<file path="src/rtl/lif_neuron_layer.sv">
// Four-neuron leaky integrate-and-fire stage: collects four MVM row words, updates one
// membrane per cycle with shift-based leak, and hands a 4-bit spike train over valid/ready.
module lif_neuron_layer #(
  parameter int LEAK_SHIFT = 2
) (
  input  logic       clk,
  input  logic       rst_n,
  input  logic [7:0] in_val,
  input  logic       in_toggle,
  input  logic [7:0] threshold,
  input  logic       clear_state,
  output logic [3:0] spike_out,
  output logic       spike_valid,
  input  logic       spike_ready,
  output logic [7:0] ts_count,
  output logic       overrun,
  output logic       busy
);

  typedef enum logic [1:0] {COLLECT, UPDATE, EMIT} state_t;

  state_t     state;
  logic [7:0] v      [4];
  logic [7:0] in_buf [4];
  logic [1:0] wcnt;
  logic [1:0] nidx;
  logic [3:0] spk_acc;
  logic       tog_q;
  logic       word;
  logic [7:0] cur_v;
  logic [7:0] leak;
  logic [8:0] sum9;
  logic [7:0] sum_sat;
  logic       fire;

  assign word = (in_toggle != tog_q);

  // v - leak never exceeds 255, so adding an 8-bit word fits in 9 bits.
  always_comb begin
    cur_v   = v[nidx];
    leak    = cur_v >> LEAK_SHIFT;
    sum9    = {1'b0, cur_v} - {1'b0, leak} + {1'b0, in_buf[nidx]};
    sum_sat = sum9[8] ? 8'hFF : sum9[7:0];
    fire    = (sum_sat >= threshold);
  end

  always_ff @(posedge clk or negedge rst_n) begin
    if (!rst_n) begin
      state       <= COLLECT;
      wcnt        <= '0;
      nidx        <= '0;
      spk_acc     <= '0;
      tog_q       <= 1'b0;
      spike_out   <= '0;
      spike_valid <= 1'b0;
      ts_count    <= '0;
      overrun     <= 1'b0;
      busy        <= 1'b0;
      for (int i = 0; i < 4; i++) begin
        v[i]      <= '0;
        in_buf[i] <= '0;
      end
    end else begin
      tog_q <= in_toggle;
      if (clear_state) begin
        state       <= COLLECT;
        wcnt        <= '0;
        nidx        <= '0;
        overrun     <= 1'b0;
        spike_valid <= 1'b0;
        busy        <= 1'b0;
        for (int i = 0; i < 4; i++) v[i] <= '0;
      end else begin
        case (state)
          COLLECT: begin
            if (word) begin
              in_buf[wcnt] <= in_val;
              wcnt         <= wcnt + 2'd1;
              if (wcnt == 2'd3) begin
                state <= UPDATE;
                busy  <= 1'b1;
                nidx  <= '0;
              end
            end
          end
          UPDATE: begin
            if (word) overrun <= 1'b1;
            spk_acc[nidx] <= fire;
            v[nidx]       <= fire ? 8'd0 : sum_sat;
            nidx          <= nidx + 2'd1;
            if (nidx == 2'd3) begin
              state       <= EMIT;
              spike_out   <= {fire, spk_acc[2:0]};
              spike_valid <= 1'b1;
            end
          end
          EMIT: begin
            if (word) overrun <= 1'b1;
            if (spike_ready) begin
              spike_valid <= 1'b0;
              ts_count    <= ts_count + 8'd1;
              busy        <= 1'b0;
              state       <= COLLECT;
            end
          end
          default: begin
            state <= COLLECT;
            busy  <= 1'b0;
          end
        endcase
      end
    end
  end

endmodule

</file>
<file path="config.mk">
export PLATFORM = sky130hd
export DESIGN_NAME = lif_neuron_layer
export DESIGN_NICKNAME = d
export VERILOG_FILES = /design/src/rtl/lif_neuron_layer.sv
export SDC_FILE = /design/constraint.sdc
export NUM_CORES = 1
export LEC_CHECK = 0
export ABC_CLOCK_PERIOD_IN_PS = 4610
export BUFFER_PORTS_ARGS = -buffer_cell sky130_fd_sc_hd__buf_2
export CAP_MARGIN = 30
export CELL_PAD_IN_SITES_DETAIL_PLACEMENT = 2
export CELL_PAD_IN_SITES_GLOBAL_PLACEMENT = 2
export CORE_MARGIN = 8
export CORE_UTILIZATION = 38
export DETAILED_ROUTE_END_ITERATION = 10
export HOLD_SLACK_MARGIN = 0.05
export PLACE_DENSITY_LB_ADDON = 0.1
export SKIP_LAST_GASP = 1
export SLEW_MARGIN = 20
export SYNTH_ARGS = -nofsm -noshare
export SYNTH_HDL_FRONTEND = slang
export SYNTH_SLANG_ARGS = --single-unit
</file>
<file path="constraint.sdc">
create_clock -name clk -period 4.61 [get_ports clk]
set_input_delay 0.922 -clock clk [delete_from_list [all_inputs] [get_ports clk]]
set_output_delay 0.922 -clock clk [all_outputs]
set_load 0.03 [all_outputs]
</file>
==> results of run 1 <==
==> cells in the final DEF, fill, tap and decap left out, types with 9 or more instances in the layout <==
| cell | instances |
|---|---|
| inv_1 | 40 |
| mux2_2 | 36 |
| buf_2 | 34 |
| dfrtp_1 | 87 |
| mux4_2 | 16 |
| buf_4 | 36 |
| o21ai_0 | 10 |
| nand2_1 | 24 |
| ha_1 | 26 |
| clkbuf_16 | 9 |
| a21oi_1 | 14 |
| a22o_1 | 32 |
| nor2_1 | 11 |
==> cell type report <==
| class | instances | area, um2 |
|---|---|---|
| Tap cell | 172 | 215.2 |
| Timing Repair Buffer | 80 | 600.6 |
| Sequential cell | 89 | 2230 |
| Inverter | 45 | 168.9 |
| Clock buffer | 11 | 232.7 |
| Fill cell | 1253 | 6461 |
| Clock inverter | 5 | 38.79 |
| Multi-Input combinational cell | 257 | 2673 |
==> path summary, 6_finish.rpt <==
path	start	end	slack [ns]	cells past startpoint
setup / recovery	nidx[0]$_DFFE_PN0P_	v[17]$_DFFE_PN0P_	0.07	16
hold / removal	ts_count[7]$_DFFE_PN0P_	ts_count[7]$_DFFE_PN0P_	0.48	1
setup reg to reg	nidx[0]$_DFFE_PN0P_	v[17]$_DFFE_PN0P_	0.07	16
hold reg to reg	ts_count[7]$_DFFE_PN0P_	ts_count[7]$_DFFE_PN0P_	0.48	1
max in group asynchronous	rst_n	in_buf[28]$_DFFE_PN0P_	3.03	2
min in group asynchronous	rst_n	spike_out[3]$_DFFE_PN0P_	0.60	1
==> per-stage QoR <==
stage,area (um2),instances
2_1_floorplan,5007,400
4_1_cts,5907,644
5_1_grt,6158,659
6_report,6158,659
3_3_place_gp,5633,628
3_5_place_dp,5633,628
==> synth_stat cells (2+ instances only) <==
library cell	number
nor2b_1	4
o22ai_4	5
a22o_1	32
a21oi_1	19
fa_1	6
nor2_1	12
a211oi_1	4
o21ai_0	10
dfrtp_1	89
nor3_1	7
o21a_1	4
xnor2_1	6
inv_1	45
a21o_1	3
clkbuf_1	6
mux4_2	16
o211a_1	2
mux2_2	36
buf_2	2
o21ai_4	2
nand2_1	24
xor2_1	3
ha_1	32
nand4_1	2
nand2b_1	2
nand3_1	7
==> kinds of logic after synthesis <==
logic type | count (synthesis)
mux | 53
fa+ha+maj | 38
buf+inv | 55
flops | 89
xor+xnor | 9
simple gates | 63
compound gates | 93
==> power breakdown <==
part / switching [mW] / internal, mW
Combinational: 1.06 / 0.924
Sequential: 0.0656 / 0.907
Clock: 0.317 / 0.370
Total: 1.44 / 2.20
==> flip-flops by register name, summed over array words and instances, names as in the netlist <==
register and cells:
in_buf 32, v 32, ts_count 8, spike_out 4
spk_acc 3, nidx 2, state 2, wcnt 2
busy 1, overrun 1, spike_valid 1, tog_q 1
==> routing by layer <==
metal / part of all wire / wire, um / track usage / vias up
li1: - / - / - / 1617
met3: 0.023 / 320 / 0.02897 / 10
met1: 0.44 / 6107 / 0.2107 / 1820
met4: 0.0094 / 131 / 0.04918 / 0
met5: 0 / 0 / 0 / -
met2: 0.53 / 7410 / 0.2959 / 40
==> critical path, cell delays in order (launching register included) <==
cell	delay, ns
dfrtp_2	0.43
buf_6	0.15
mux4_2	0.55
fa_1	0.62
inv_1	0.07
ha_1	0.32
a211oi_1	0.31
nor2_2	0.14
mux2i_1	0.28
o2111ai_4	0.19
ha_1	0.33
a21oi_1	0.19
o21a_2	0.22
nand3_1	0.13
a21oi_4	0.21
buf_12	0.15
a22o_1	0.16
==> repair_timing <==
item                                    in CTS  in global routing
hold endpoints to repair                     0                  0
cloned                                       0                  1
buffers inserted                             0                 14
endpoints found under the setup margin      33                 36
pin swaps                                    1                 16
gates resized for setup                      2                 27
==> results.sh, run 1 <==
export IMPL_max_clock_freq_ghz=0.2204
export IMPL_crit_fanout=8
export IMPL_finalWirelength_um=13970
export IMPL_clkSinkCount=89
export IMPL_cellPowerDensity_nw_per_um2=591.2
export IMPL_synth_xor_xnor_area_share=0.01600
export IMPL_p_leak_nw=2.868
export IMPL_synth_compound_area_frac=0.1631
export IMPL_dp_slack_ns=-0.03004
export IMPL_avgSynthCellArea_um2=12.31
export IMPL_setup_viol=0
export IMPL_slew_limit_headroom=0.4402
export IMPL_clockRootBuffer="clkbuf_16"
export IMPL_vias=3487
export IMPL_ant_nets=0
export IMPL_n_antenna_cell=0
export IMPL_synth_area_mux_share=0.1575
export IMPL_dpl_hpwl_um=9796
export IMPL_fin_hold_ws_ns=0.4829
export IMPL_yosysWarnings=0
export IMPL_dieArea_um2=16860
export IMPL_ys_async_sr_fraction=1.000
export IMPL_crit_required_ns=4.88
export IMPL_drt_wirelength_per_cell_um=21.20
export IMPL_antenna_found_initial=0
export IMPL_grt_overflow=0
export IMPL_clock_skew_ns=0.006949
export IMPL_rsz0062_at_grt="true"
export IMPL_synth_top_family_by_area="compound AO/OA/AOI/OAI gates"
export IMPL_startpoint_type="flop"
export IMPL_clkLatencyLatePin_ns=0.35
export IMPL_fin_total_pwr_mw=3.641
export IMPL_core_um2=12620
export IMPL_drt_pass1_iter_count=4
export IMPL_drive_gt1_frac=0.3881
export IMPL_fin_ws_ns=0.07203
export IMPL_synthSimpleGateAreaFrac=0.06172
export IMPL_maxSlewViolCount=0
export IMPL_synth_top_area_cell="dfrtp_1"
export IMPL_synth_seq_cells=89
export IMPL_ir_worst_vdd_mv=0.2376
export IMPL_synthFlopType="dfrtp_1"
export IMPL_min_period_ns=4.538
export IMPL_syn_area_um2=4926
export IMPL_ys_top_cells_by_area="dfrtp_1 (45%), mux2_2 (8.2%), ha_1 (8.1%), mux4_2 (7.3%), a22o_1 (5.7%)"
export IMPL_rows=41
export IMPL_synth_top_area_share=0.4521
export IMPL_finalCritPeriodShare=0.9844
export IMPL_synth_seq_area_share=0.4521
export IMPL_die_x_um=129.9
export IMPL_hold_buffers=0
export IMPL_gp_congestion=0.7025
export IMPL_grt_pass1_wl_um=21910
export IMPL_cts_buffers=9
export IMPL_final_hold_viol_count=0
export IMPL_drtIter0Drc=127
export IMPL_drc=0
export IMPL_cts_tree="yes"
export IMPL_ctsLongestPathBuffers=2
export IMPL_setup_tns_ns=0
export IMPL_critPathKind="reg2reg"
export IMPL_tightest_slew_ns=0.8397
export IMPL_syn_nets=459
export IMPL_setup_worst_path_end_class="flop"
export IMPL_grt_max_degree=51
export IMPL_htree_num_levels=3
export IMPL_grt_usage=0.1695
export IMPL_syn_inst=400
export IMPL_status="finished, final reports clean"
export IMPL_synth_edf_count=0
export IMPL_fp_dieH_um=129.9
export IMPL_min_path_type="reg2reg"
export IMPL_num_nets_final=541
export IMPL_start_util=0.3903
export IMPL_grt_pass1_vias=4018
export IMPL_arrival_ns=4.81
export IMPL_maxCapViolCount=0
export IMPL_port_buffers=35
export IMPL_area_growth_pct=25.02
export IMPL_io_pins=36
export IMPL_clk_pin_slew_ns=0.07
export IMPL_via_per_inst=5.291
export IMPL_synthAdderAreaFrac=0.1057
export IMPL_final_util=0.4880
export IMPL_ys_types=46
(Power assumes the default switching activity.)
==> inputs of run 2 (changes only) <==
--- a/config.mk
+++ b/config.mk
@@ -5,7 +5,6 @@
 export SDC_FILE = /design/constraint.sdc
 export NUM_CORES = 1
 export LEC_CHECK = 0
-export ABC_CLOCK_PERIOD_IN_PS = 4610
 export BUFFER_PORTS_ARGS = -buffer_cell sky130_fd_sc_hd__buf_2
 export CAP_MARGIN = 30
 export CELL_PAD_IN_SITES_DETAIL_PLACEMENT = 2
@@ -15,6 +14,7 @@
 export DETAILED_ROUTE_END_ITERATION = 10
 export HOLD_SLACK_MARGIN = 0.05
 export PLACE_DENSITY_LB_ADDON = 0.1
+export SETUP_SLACK_MARGIN = 0.5
 export SKIP_LAST_GASP = 1
 export SLEW_MARGIN = 20
 export SYNTH_ARGS = -nofsm -noshare
==> run 2 against run 1 <==
First-iteration DRC count up 3.1%. Hold slack lost 0.0070 ns. Worst setup slack better by 0.035 ns. Cell count is 1.2% higher. Count of clock-buffer cells in the layout fell by 1. Clock power increased by 14%. Clock skew about the same. Die area did not move. Highest routed layer is now met5.
==> results.sh, run 2 (synthesized netlist as in run 1, its figures left out) <==
export IMPL_status="finished, final reports clean"
export IMPL_finalCritPeriodShare=0.9768
export IMPL_fin_ws_ns=0.1069
export IMPL_clockRootBuffer="clkbuf_16"
export IMPL_critical_path_slowest_cell="mux4_2"
export IMPL_whs_path_depth=1
export IMPL_rows=41
export IMPL_nFillCells=1255
export IMPL_hold_buffers=0
export IMPL_r2r_setup_slack_ns=0.11
export IMPL_mostFrequentLayoutCell="dfrtp_1"
export IMPL_critPathBufInv=6
export IMPL_setup_tns_ns=0
export IMPL_switchingPower_mw=1.545
export IMPL_maxCapViolCount=0
export IMPL_grt_usage=0.1774
export IMPL_p_sw_frac=0.3900
export IMPL_grt_overflow=0
export IMPL_grt_pass1_wl_um=22950
export IMPL_via_per_inst=5.400
export IMPL_drt_pass1_iter_count=4
export IMPL_num_nets_final=549
export IMPL_area_growth_pct=27.91
export IMPL_io_pins=36
export IMPL_die_x_um=129.9
export IMPL_pwr_share_seq=0.247
export IMPL_rr_startpoint="nidx[0]$_DFFE_PN0P_"
export IMPL_htree_num_levels=3
export IMPL_gp_congestion=0.7697
export IMPL_final_cell_mix="dfrtp_1 (88), inv_1 (40), buf_4 (40), mux2_2 (36), buf_2 (34)"
export IMPL_finalWirelength_um=14660
export IMPL_cts_tree="yes"
export IMPL_drtIter0Drc=131
export IMPL_slew_limit_headroom=0.3834
export IMPL_fin_area_um2=6301
export IMPL_maxSlewViolCount=0
export IMPL_port_buffers=35
export IMPL_crit_required_ns=4.88
export IMPL_drc=0
export IMPL_crit_family="compound AO/OA/AOI/OAI gates"
export IMPL_cts_buffers=9
export IMPL_grt_max_degree=67
export IMPL_worstPathCellList="buf_12 -> mux4_2 -> inv_2 -> fa_1 -> inv_2 -> ha_4 -> nor2b_4 -> o31a_4 -> o311a_4 -> buf_6 -> buf_4 -> o22ai_4 -> ha_4 -> a211o_4 -> a21oi_4 -> buf_12 -> a22o_1"
export IMPL_critPathKind="reg2reg"
export IMPL_ir_worst_vdd_mv=0.1935
export IMPL_fin_hold_ws_ns=0.4759
export IMPL_clk_pin_slew_ns=0.07
export IMPL_largest_registers="in_buf: 32 flops, v: 32 flops, ts_count: 8 flops"
export IMPL_arrival_ns=4.77
export IMPL_ctsLongestPathBuffers=2
export IMPL_multi_input_area_um2=2698
export IMPL_drive_gt1_frac=0.4020
export IMPL_rsz0062_at_grt="true"
export IMPL_reg2reg_to="v[17]$_DFFE_PN0P_"
export IMPL_startpoint_type="flop"
export IMPL_setup_worst_path_end_class="flop"
export IMPL_dp_slack_ns=-0.07185
export IMPL_max_clock_freq_ghz=0.2221
export IMPL_ff_latch_area_um2=2228
export IMPL_dpl_hpwl_um=9815
export IMPL_antenna_found_initial=1
export IMPL_p_leak_nw=2.922
export IMPL_start_util=0.3903
export IMPL_fin_total_pwr_mw=3.962
export IMPL_ant_nets=0
export IMPL_setup_viol=0
export IMPL_clkLatencyLatePin_ns=0.34
export IMPL_crit_start="nidx[0]$_DFFE_PN0P_"
export IMPL_cellPowerDensity_nw_per_um2=628.7
export IMPL_clkSinkCount=89
export IMPL_n_antenna_cell=0
export IMPL_min_path_type="reg2reg"
export IMPL_tightest_slew_ns=0.9248
export IMPL_clock_skew_ns=0.006854
export IMPL_core_um2=12620
export IMPL_grt_pass1_vias=4224
export IMPL_power_internal_mw=2.417
export IMPL_pwr_share_comb=0.556
export IMPL_drt_wirelength_per_cell_um=21.98
export IMPL_crit_fanout=8
export IMPL_vias=3602
export IMPL_dieArea_um2=16860
export IMPL_fp_dieH_um=129.9
export IMPL_hold_end="ts_count[7]$_DFFE_PN0P_"
export IMPL_min_period_ns=4.503
export IMPL_min_from="ts_count[7]$_DFFE_PN0P_"
export IMPL_reg2regPathDepth=17
export IMPL_placed_area_um2=5599
export IMPL_max_stage_delay_ns=0.56
export IMPL_final_hold_viol_count=0
export IMPL_clkPwrFrac=0.198
run 2: worst register-to-register path: stages, from the launching register on:
cell and delay, ns:
dfrtp_2 0.44, buf_12 0.15, mux4_2 0.56, inv_2 0.09, fa_1 0.42, inv_2 0.08, ha_4 0.19, nor2b_4 0.13
o31a_4 0.34, o311a_4 0.38, buf_6 0.15, buf_4 0.13, o22ai_4 0.19, ha_4 0.23, a211o_4 0.42, a21oi_4 0.21
buf_12 0.15, a22o_1 0.16
run 2: layer usage:
layer	wire length, um	up-vias	track usage	share of wire
met5	12	-	0	0.00082
met4	277	2	0.05055	0.019
met3	380	22	0.03060	0.026
met2	7785	58	0.3292	0.53
met1	6201	1887	0.2045	0.42
li1	-	1633	-	-
run 2: repair_timing:
| item | CTS | global route |
|---|---|---|
| buffers inserted | 17 | 6 |
| cloned | 1 | 0 |
| setup endpoints to repair | 36 | 36 |
| resized for setup | 14 | 17 |
| pin swaps | 21 | 19 |
run 2: power groups by stage:
stage	clock network (mW)	logic [mW]	registers, mW
2_1_floorplan	0	1.18	0.968
3_3_place_gp	0	1.74	0.976
3_5_place_dp	0	1.80	0.988
4_1_cts	0.795	1.99	0.977
5_1_grt	0.825	2.37	0.992
6_report	0.783	2.20	0.977
run 2: layout make-up:
| cell class | instances | area share |
|---|---|---|
| multi-input combinational | 257 | 0.4281 |
| sequential | 89 | 0.3537 |
| timing repair buffer | 88 | 0.1076 |
| clock buffer | 10 | 0.03793 |
| tap | 172 | 0.03415 |
| inverter | 45 | 0.02681 |
| clock inverter | 6 | 0.01172 |
run 2: stage by stage:
| stage | instances | util |
|---|---|---|
| 5_1_grt | 667 | 0.4993 |
| 2_1_floorplan | 400 | - |
| 6_report | 667 | 0.4993 |
| 3_5_place_dp | 626 | 0.4437 |
| 4_1_cts | 660 | 0.4873 |
| 3_3_place_gp | 626 | 0.4437 |
run 2: worst max path at each step:
stage	end	slack (ns)	depth (start not counted)
after floorplan	v[0]$_DFFE_PN0P_	0.16	18
after global placement	v[2]$_DFFE_PN0P_	0.02	15
after detailed placement	v[1]$_DFFE_PN0P_	-0.07	15
after CTS	v[21]$_DFFE_PN0P_	0.03	18
after global routing	v[2]$_DFFE_PN0P_	-0.05	16
final	v[17]$_DFFE_PN0P_	0.11	17
==> inputs of run 3 (changes only) <==
--- a/config.mk
+++ b/config.mk
@@ -10,7 +10,7 @@
 export CELL_PAD_IN_SITES_DETAIL_PLACEMENT = 2
 export CELL_PAD_IN_SITES_GLOBAL_PLACEMENT = 2
 export CORE_MARGIN = 8
-export CORE_UTILIZATION = 38
+export CORE_UTILIZATION = 30
 export DETAILED_ROUTE_END_ITERATION = 10
 export HOLD_SLACK_MARGIN = 0.05
 export PLACE_DENSITY_LB_ADDON = 0.1
==> run 3 against run 2 <==
Clock power decreased by 5.2%. Critical path depth unchanged. Wire length shrank 3.6%. Global-route usage decreased by 2.9 points. Largest power group unchanged.
==> results.sh, run 3 (synthesized netlist as in run 1, its figures left out) <==
export IMPL_p_leak_nw=2.934
export IMPL_largest_registers="in_buf: 32 flops, v: 32 flops, ts_count: 8 flops"
export IMPL_cts_tree="yes"
export IMPL_slew_limit_headroom=0.3622
export IMPL_via_per_inst=4.945
export IMPL_mostFrequentLayoutCell="dfrtp_1"
export IMPL_maxCapViolCount=0
export IMPL_setup_viol=0
export IMPL_final_hold_viol_count=0
export IMPL_hold_buffers=0
export IMPL_crit_fanout=7
export IMPL_start_util=0.3024
export IMPL_dieArea_um2=20780
export IMPL_clockRootBuffer="clkbuf_16"
export IMPL_fin_area_um2=6411
export IMPL_tightest_slew_ns=0.9567
export IMPL_final_cell_mix="dfrtp_1 (89), buf_4 (41), mux2_2 (36), inv_1 (34), buf_2 (34)"
export IMPL_clk_pin_slew_ns=0.07
export IMPL_dp_slack_ns=-0.006585
export IMPL_setup_tns_ns=0
export IMPL_grt_max_degree=70
export IMPL_critPathKind="reg2reg"
export IMPL_min_path_type="in2async"
export IMPL_drt_wirelength_per_cell_um=19.77
export IMPL_maxSlewViolCount=0
export IMPL_grt_pass1_wl_um=23270
export IMPL_port_buffers=35
export IMPL_placed_area_um2=5704
export IMPL_grt_pass1_vias=4074
export IMPL_core_um2=16290
export IMPL_n_antenna_cell=0
export IMPL_drtIter0Drc=78
export IMPL_crit_required_ns=4.89
export IMPL_ctsLongestPathBuffers=2
export IMPL_ir_worst_vdd_mv=0.2060
export IMPL_startpoint_type="flop"
export IMPL_worstPathCellList="buf_12 -> mux4_2 -> inv_2 -> fa_1 -> inv_2 -> ha_4 -> nor2b_4 -> o31a_4 -> o311a_4 -> buf_6 -> o21ai_4 -> ha_4 -> a21o_1 -> a211o_4 -> a21oi_4 -> buf_12 -> a22o_1"
export IMPL_cts_buffers=9
export IMPL_vias=3536
export IMPL_clkLatencyLatePin_ns=0.35
export IMPL_status="finished, final reports clean"
export IMPL_cellPowerDensity_nw_per_um2=603.7
export IMPL_area_growth_pct=30.15
export IMPL_grt_usage=0.1487
export IMPL_arrival_ns=4.70
export IMPL_fin_ws_ns=0.1877
export IMPL_setup_worst_path_end_class="flop"
export IMPL_fp_dieH_um=144.1
export IMPL_finalWirelength_um=14140
export IMPL_rsz0062_at_grt="true"
export IMPL_io_pins=36
export IMPL_min_period_ns=4.422
export IMPL_antenna_found_initial=0
export IMPL_grt_overflow=0
export IMPL_max_clock_freq_ghz=0.2261
export IMPL_drt_pass1_iter_count=4
export IMPL_die_x_um=144.1
export IMPL_htree_num_levels=3
export IMPL_finalCritPeriodShare=0.9593
export IMPL_num_nets_final=550
export IMPL_rows=47
export IMPL_clkSinkCount=89
export IMPL_drive_gt1_frac=0.4283
export IMPL_clock_skew_ns=0.007580
export IMPL_drc=0
export IMPL_max_stage_delay_ns=0.57
export IMPL_gp_congestion=0.7029
export IMPL_ant_nets=0
export IMPL_dpl_hpwl_um=10220
export IMPL_critical_path_slowest_cell="mux4_2"
==> run 3: cell types whose count changed in the layout (fill, tap and decap cells not counted), moves of 2 or more <==
| cell | delta |
|---|---|
| ha_4 | +3 |
| a211oi_2 | +2 |
| ha_1 | -2 |
| inv_1 | -6 |
| a21oi_2 | +2 |
| a21oi_1 | -2 |
| a211oi_1 | -2 |
| clkinvlp_4 | -2 |
| clkinv_2 | +2 |
| nor2_2 | +2 |
| inv_2 | +6 |
==> run 3: worst max-delay path: cells and delay by family (launching register included) <==
kind | cells | cell delay, ns
multiplexers | 1 | 0.57
AND/OR/NAND/NOR | 1 | 0.13
buffers and inverters | 5 | 0.61
AO/OA/AOI/OAI | 7 | 1.80
flip-flops | 1 | 0.42
adder cells (fa/ha/maj) | 3 | 0.82
==> run 3: where the power goes <==
| group | leakage [nW] | internal [mW] | switching [mW] |
|---|---|---|---|
| registers | 1.19 | 0.907 | 0.0656 |
| logic | 1.60 | 1.05 | 1.10 |
| clock network | 0.146 | 0.420 | 0.322 |
==> run 3: worst paths after layout <==
path                                          from                      end  slack [ns]  cells past startpoint
setup / recovery               nidx[0]$_DFFE_PN0P_        v[21]$_DFFE_PN0P_        0.19                     17
hold / removal                               rst_n   in_buf[22]$_DFFE_PN0P_        0.46                      1
min in group clk           ts_count[7]$_DFFE_PN0P_  ts_count[7]$_DFFE_PN0P_        0.47                      1
hold reg to reg            ts_count[7]$_DFFE_PN0P_  ts_count[7]$_DFFE_PN0P_        0.47                      1
setup reg to reg               nidx[0]$_DFFE_PN0P_        v[21]$_DFFE_PN0P_        0.19                     17
max in group asynchronous                    rst_n         busy$_DFFE_PN0P_        3.54                      2
==> run 3: final cells by class <==
| type | count | area [um2] |
|---|---|---|
| fillers | 1697 | 9878 |
| clock buffers | 9 | 225.2 |
| well taps | 220 | 275.3 |
| multi-input cells | 257 | 2754 |
| repair buffers | 89 | 694.4 |
| flip-flops and latches | 89 | 2227 |
| clock inverters | 6 | 66.31 |
| inverters | 45 | 168.9 |
==> run 3: per-stage QoR <==
stage                       util  hold slack (ns)  instances  power [mW]
after floorplan                -           0.4606        400       2.148
after CTS                 0.3798           0.4745        702       3.671
after global routing      0.3936           0.4696        715       4.137
after detailed placement  0.3502           0.4652        675       2.786
final                     0.3936           0.4615        715       3.870
after global placement    0.3502           0.4664        675       2.706
==> run 3: repair_timing <==
item / CTS / global route
pin swaps: 18 / 19
buffers inserted: 11 / 10
resized for setup: 21 / 20
cloned: 1 / 0
setup endpoints to repair: 36 / 36
==> run 3: per-layer routing <==
metal  routed length (um)  vias up  GRT usage
met2                 7555       39     0.2638
met1                 6105     1849     0.1799
met3                  248       16    0.01948
li1                     -     1632          -
met4                  228        0    0.05641
met5                    0        -          0
